==> config.mk <==
export PLATFORM = sky130hd
export DESIGN_NAME = fir_shared_adder_sched
export DESIGN_NICKNAME = d
export VERILOG_FILES = /design/src/rtl/fir_shared_adder_sched.sv
export SDC_FILE = /design/constraint.sdc
export NUM_CORES = 1
export LEC_CHECK = 0
export ABC_AREA = 1
export CORE_MARGIN = 2
export CORE_UTILIZATION = 40
export DETAILED_ROUTE_END_ITERATION = 8
export PLACE_DENSITY_LB_ADDON = 0.08
export SETUP_SLACK_MARGIN = 0.15
export SLEW_MARGIN = 25
export SYNTH_ARGS = -nofsm -noshare
export SYNTH_HDL_FRONTEND = slang
export SYNTH_SLANG_ARGS = --single-unit
==> constraint.sdc <==
create_clock -name clk -period 6.1 [get_ports clk]
set_input_delay 1.22 -clock clk [delete_from_list [all_inputs] [get_ports clk]]
set_output_delay 1.22 -clock clk [all_outputs]
set_load 0.01 [all_outputs]
==> src/rtl/fir_shared_adder_sched.sv <==
// Time-multiplexed 5-tap shift-and-add FIR controller: one external adder is
// reused across all taps, one tap per cycle, with valid/ready on both sides.
module fir_shared_adder_sched #(
  parameter int WIDTH   = 16,
  parameter int TAPS    = 5,
  parameter int SHIFT_W = 3,
  parameter logic [TAPS*SHIFT_W-1:0] SHIFTS = {3'd1, 3'd2, 3'd3, 3'd4, 3'd5}
) (
  input  logic             clk,
  input  logic             rst,
  input  logic [WIDTH-1:0] x,
  input  logic             in_valid,
  output logic             in_ready,
  output logic [WIDTH-1:0] dataout,
  output logic             out_valid,
  input  logic             out_ready,
  output logic [WIDTH-1:0] add_a,
  output logic [WIDTH-1:0] add_b,
  output logic             add_cin,
  input  logic [WIDTH-1:0] add_sum,
  output logic             busy,
  output logic [2:0]       tap_idx
);

  typedef enum logic [1:0] {IDLE, ACCUM, DONE} state_t;

  localparam logic [2:0] LAST_TAP = 3'(TAPS - 1);

  state_t           state_q;
  logic [WIDTH-1:0] acc_q;
  logic [2:0]       tap_q;
  logic [WIDTH-1:0] d_q [TAPS];

  logic [WIDTH-1:0]   term [TAPS];
  logic [SHIFT_W-1:0] shift_amt [TAPS];

  // Pre-shift every tap so the shared adder only needs a mux on operand B.
  for (genvar gi = 0; gi < TAPS; gi++) begin : g_term
    assign shift_amt[gi] = SHIFTS[gi*SHIFT_W +: SHIFT_W];
    assign term[gi]      = d_q[gi] >> shift_amt[gi];
  end

  always_ff @(posedge clk) begin
    if (rst) begin
      state_q <= IDLE;
      acc_q   <= '0;
      tap_q   <= '0;
      for (int k = 0; k < TAPS; k++) d_q[k] <= '0;
    end else begin
      case (state_q)
        IDLE: begin
          if (in_valid) begin
            d_q[0] <= x;
            for (int k = 1; k < TAPS; k++) d_q[k] <= d_q[k-1];
            acc_q   <= '0;
            tap_q   <= '0;
            state_q <= ACCUM;
          end
        end
        ACCUM: begin
          acc_q <= add_sum;
          if (tap_q == LAST_TAP) begin
            tap_q   <= '0;
            state_q <= DONE;
          end else begin
            tap_q <= tap_q + 3'd1;
          end
        end
        DONE: begin
          // Result holds in acc_q until the consumer takes it.
          if (out_ready) state_q <= IDLE;
        end
        default: state_q <= IDLE;
      endcase
    end
  end

  assign in_ready  = (state_q == IDLE);
  assign out_valid = (state_q == DONE);
  assign busy      = (state_q != IDLE);
  assign dataout   = acc_q;
  assign tap_idx   = tap_q;
  assign add_a     = (state_q == ACCUM) ? acc_q : '0;
  assign add_b     = (state_q == ACCUM) ? term[tap_q] : '0;
  assign add_cin   = 1'b0;

endmodule
==> impl_metrics.tcl <==
set metrics [dict create \
    antenna_cells 0 \
    grt.met1_usage_pct 20.51 \
    start_util_pct 41.25 \
    worstSetupStartpoint "state_q[1]$_SDFFE_PP0P_" \
    path_class "reg -> out" \
    final_common_cell "nand2_1" \
    arrival_ns 2.60 \
    avgSynthCellArea_um2 8.475 \
    crit_path_max_fanout 33 \
    dp_hpwl_mm 5.902 \
    htree_levels 3 \
    status "complete, no violations" \
    via_count 3427 \
    seqPwrFrac_pct 57.3 \
    start_kind "flop" \
    maxCapViolCount 0 \
    die-area_mm2 0.01209 \
    yosysWarnings 0 \
    p_int_w 0.001005 \
    core_mm2 0.01089 \
    crit_path_end "add_b[14]" \
    gp_congestion 0.7726 \
    globalRouteOverflowTotal 0 \
    finalSetupTns_ns 0 \
    synth_top_area_share_pct 50.14 \
    ys_seq_area_share_pct 59.50 \
    postCtsHoldBufs 0 \
    timing.rr.end "tap_idx[0]$_SDFFE_PP0P_" \
    cts-resized-gates 0 \
    grt_max_degree 76 \
    use_met2_pct 28.44 \
    syn_area_mm2 0.004492 \
    clock.fmax_ghz 0.2616 \
    ys_types 24 \
    cts_sinks 96 \
    period_needed_ns 3.823 \
    pin_count 91 \
    powerDensity_mw_per_mm2 240.9 \
    insertion_delay_ns 0.36 \
    ctsLongestPathBuffers 2 \
    required_ns 4.88 \
    r2r_cells 8 \
    p_leak_nw 2.321 \
    grt.total_usage_pct 16.56 \
    grt_pass1_vias 3214 \
    crit_path_end_kind "output port" \
    relSlewSlack_pct 35.46 \
    die_height_um 110.0 \
    final_cell_mix "nand2_1, inv_1, nor2_1" \
    p_clk_share_pct 30.0 \
    grt_pass1_wl_mm 15.27 \
    fin_worst_skew_ns 0.009424 \
    min_path_cells 2 \
    yosysTopAreaCell "edfxtp_1" \
    io_buffers 87 \
    tritoncts "done" \
    rows 38 \
    detail_route.first_pass.iterations 4 \
    dpl_cell_area_mm2 0.005411 \
    final_cell_area_mm2 0.005588 \
    die_w_um 110.0 \
    antenna_found_initial 0 \
    drt-total-wl_mm 9.593 \
    syn_to_final_growth_pct 24.40 \
    worstHoldPathType "reg -> reg" \
    post-route-period-util_pct 62.68 \
    root_buffer "clkbuf_8" \
    top_usage_layer "met2" \
    fin_ws_ns 2.277 \
    post_cts_buffers 0 \
    netlist_instances 530 \
    rsz0062_at_grt "false" \
    wl_per_cell_um 12.77 \
    dp_slack_ns 2.164 \
    tightest_slew_ns 0.9681 \
    drt-initial-drc-count 250 \
    vdd_drop_max_uv 134.5 \
    p_comb_share_pct 12.7 \
    ant_nets 0 \
    cts_inserted_buffers 9 \
    maxSlewViolCount 0 \
    clk_pin_slew_ns 0.09 \
    drc 0 \
    hold_viol 0 \
    r2r_slack_ns 4.16 \
    synth_seq_cells 96 \
    gr-usage-met3_pct 2.881 \
    swShare_pct 25.35 \
    p_sw_w 0.0003413 \
    viasPerCell 4.563 \
    drive_gt1_share_pct 4.419 \
    r2r-start "tap_idx[1]$_SDFFE_PP0P_" \
    setup_viol 0 \
    final_nets 645 \
    synthTopCellsByArea "edfxtp_1, nand2_1, dfxtp_1, inv_1, nor2_1" \
]
## cell usage after synthesis
| library cell | instances |
|---|---|
| buf_6 | 5 |
| nor2_4 | 1 |
| edfxtp_1 | 75 |
| nand2_2 | 2 |
| buf_4 | 7 |
| dfxtp_1 | 21 |
| inv_1 | 99 |
| inv_2 | 2 |
| nand2_1 | 148 |
| clkinv_2 | 1 |
| ha_1 | 2 |
| clkinv_1 | 1 |
| conb_1 | 1 |
| nand4_1 | 4 |
| buf_2 | 5 |
| clkbuf_1 | 6 |
| nor3_4 | 1 |
| nor2_1 | 95 |
| a21oi_1 | 34 |
| buf_1 | 3 |
| nand3_1 | 14 |
| inv_4 | 1 |
| o21ai_0 | 1 |
| and3_1 | 1 |
## power groups by stage
stage	logic [W]	registers [W]	clock network, W
after floorplan	0.000105	0.000785	0
after global placement	0.000171	0.000785	0
after detailed placement	0.000173	0.000787	0
after CTS	0.000174	0.000772	0.000413
after global routing	0.000194	0.000777	0.000436
final	0.000171	0.000771	0.000404
## registers in the layout, summed over array words and instances (netlist names)
signal,flops
state_q,2
tap_idx,3
dataout,16
d_q,75
## cell families after synthesis
logic type	after synthesis	share of synthesized area, %
AOI/OAI and AO/OA	35	3.900
other	1	0.08349
buffers and inverters	130	12.51
adders and majority gates	2	0.5570
and+or+nand+nor	266	23.45
DFF	96	59.50
## cell type report
| type | count | area, µm² |
|---|---|---|
| Clock buffer | 10 | 127.6 |
| Inverter | 104 | 394.1 |
| Sequential cell | 96 | 2673 |
| Multi-Input combinational cell | 305 | 1269 |
| Timing Repair Buffer | 91 | 900.9 |
| Tap cell | 140 | 175.2 |
| Fill cell | 1047 | 5300 |
| Clock inverter | 5 | 48.80 |
## metal layers
layer,up-vias,part of all wire [%]
met5,-,0
met2,97,46
met3,12,6.0
met1,1561,46
li1,1757,-
met4,0,1.5
## metrics by stage
stage | hold slack [ns] | total power [W] | std cells | utilization (%)
2_1_floorplan | 0.4946 | 0.0008906 | 531 | -
3_3_place_gp | 0.4619 | 0.0009562 | 736 | 49.70
3_5_place_dp | 0.4702 | 0.0009594 | 736 | 49.70
4_1_cts | 0.4840 | 0.001359 | 751 | 51.32
5_1_grt | 0.5082 | 0.001407 | 751 | 51.32
6_report | 0.4815 | 0.001346 | 751 | 51.32
## worst max-delay path, stage by stage (launching register included)
cell and delay (ns):
dfxtp_1 0.39, inv_1 0.08, nand2_2 0.52, clkinv_2 0.45, and3_1 0.31, clkdlybuf4s50_1 0.48
## how the worst min path moves through the flow
| stage | from | to | slack, ns |
|---|---|---|---|
| final | dataout[0]$_SDFFE_PP0P_ | dataout[0]$_SDFFE_PP0P_ | 0.48 |
| after global routing | dataout[15]$_SDFFE_PP0P_ | dataout[15]$_SDFFE_PP0P_ | 0.51 |
| after CTS | dataout[5]$_SDFFE_PP0P_ | dataout[5]$_SDFFE_PP0P_ | 0.48 |
| after detailed placement | dataout[5]$_SDFFE_PP0P_ | dataout[5]$_SDFFE_PP0P_ | 0.47 |
| after global placement | dataout[8]$_SDFFE_PP0P_ | dataout[8]$_SDFFE_PP0P_ | 0.46 |
| after floorplan | dataout[0]$_SDFFE_PP0P_ | dataout[0]$_SDFFE_PP0P_ | 0.49 |
No activity file was read; power rests on OpenSTA's default activity.
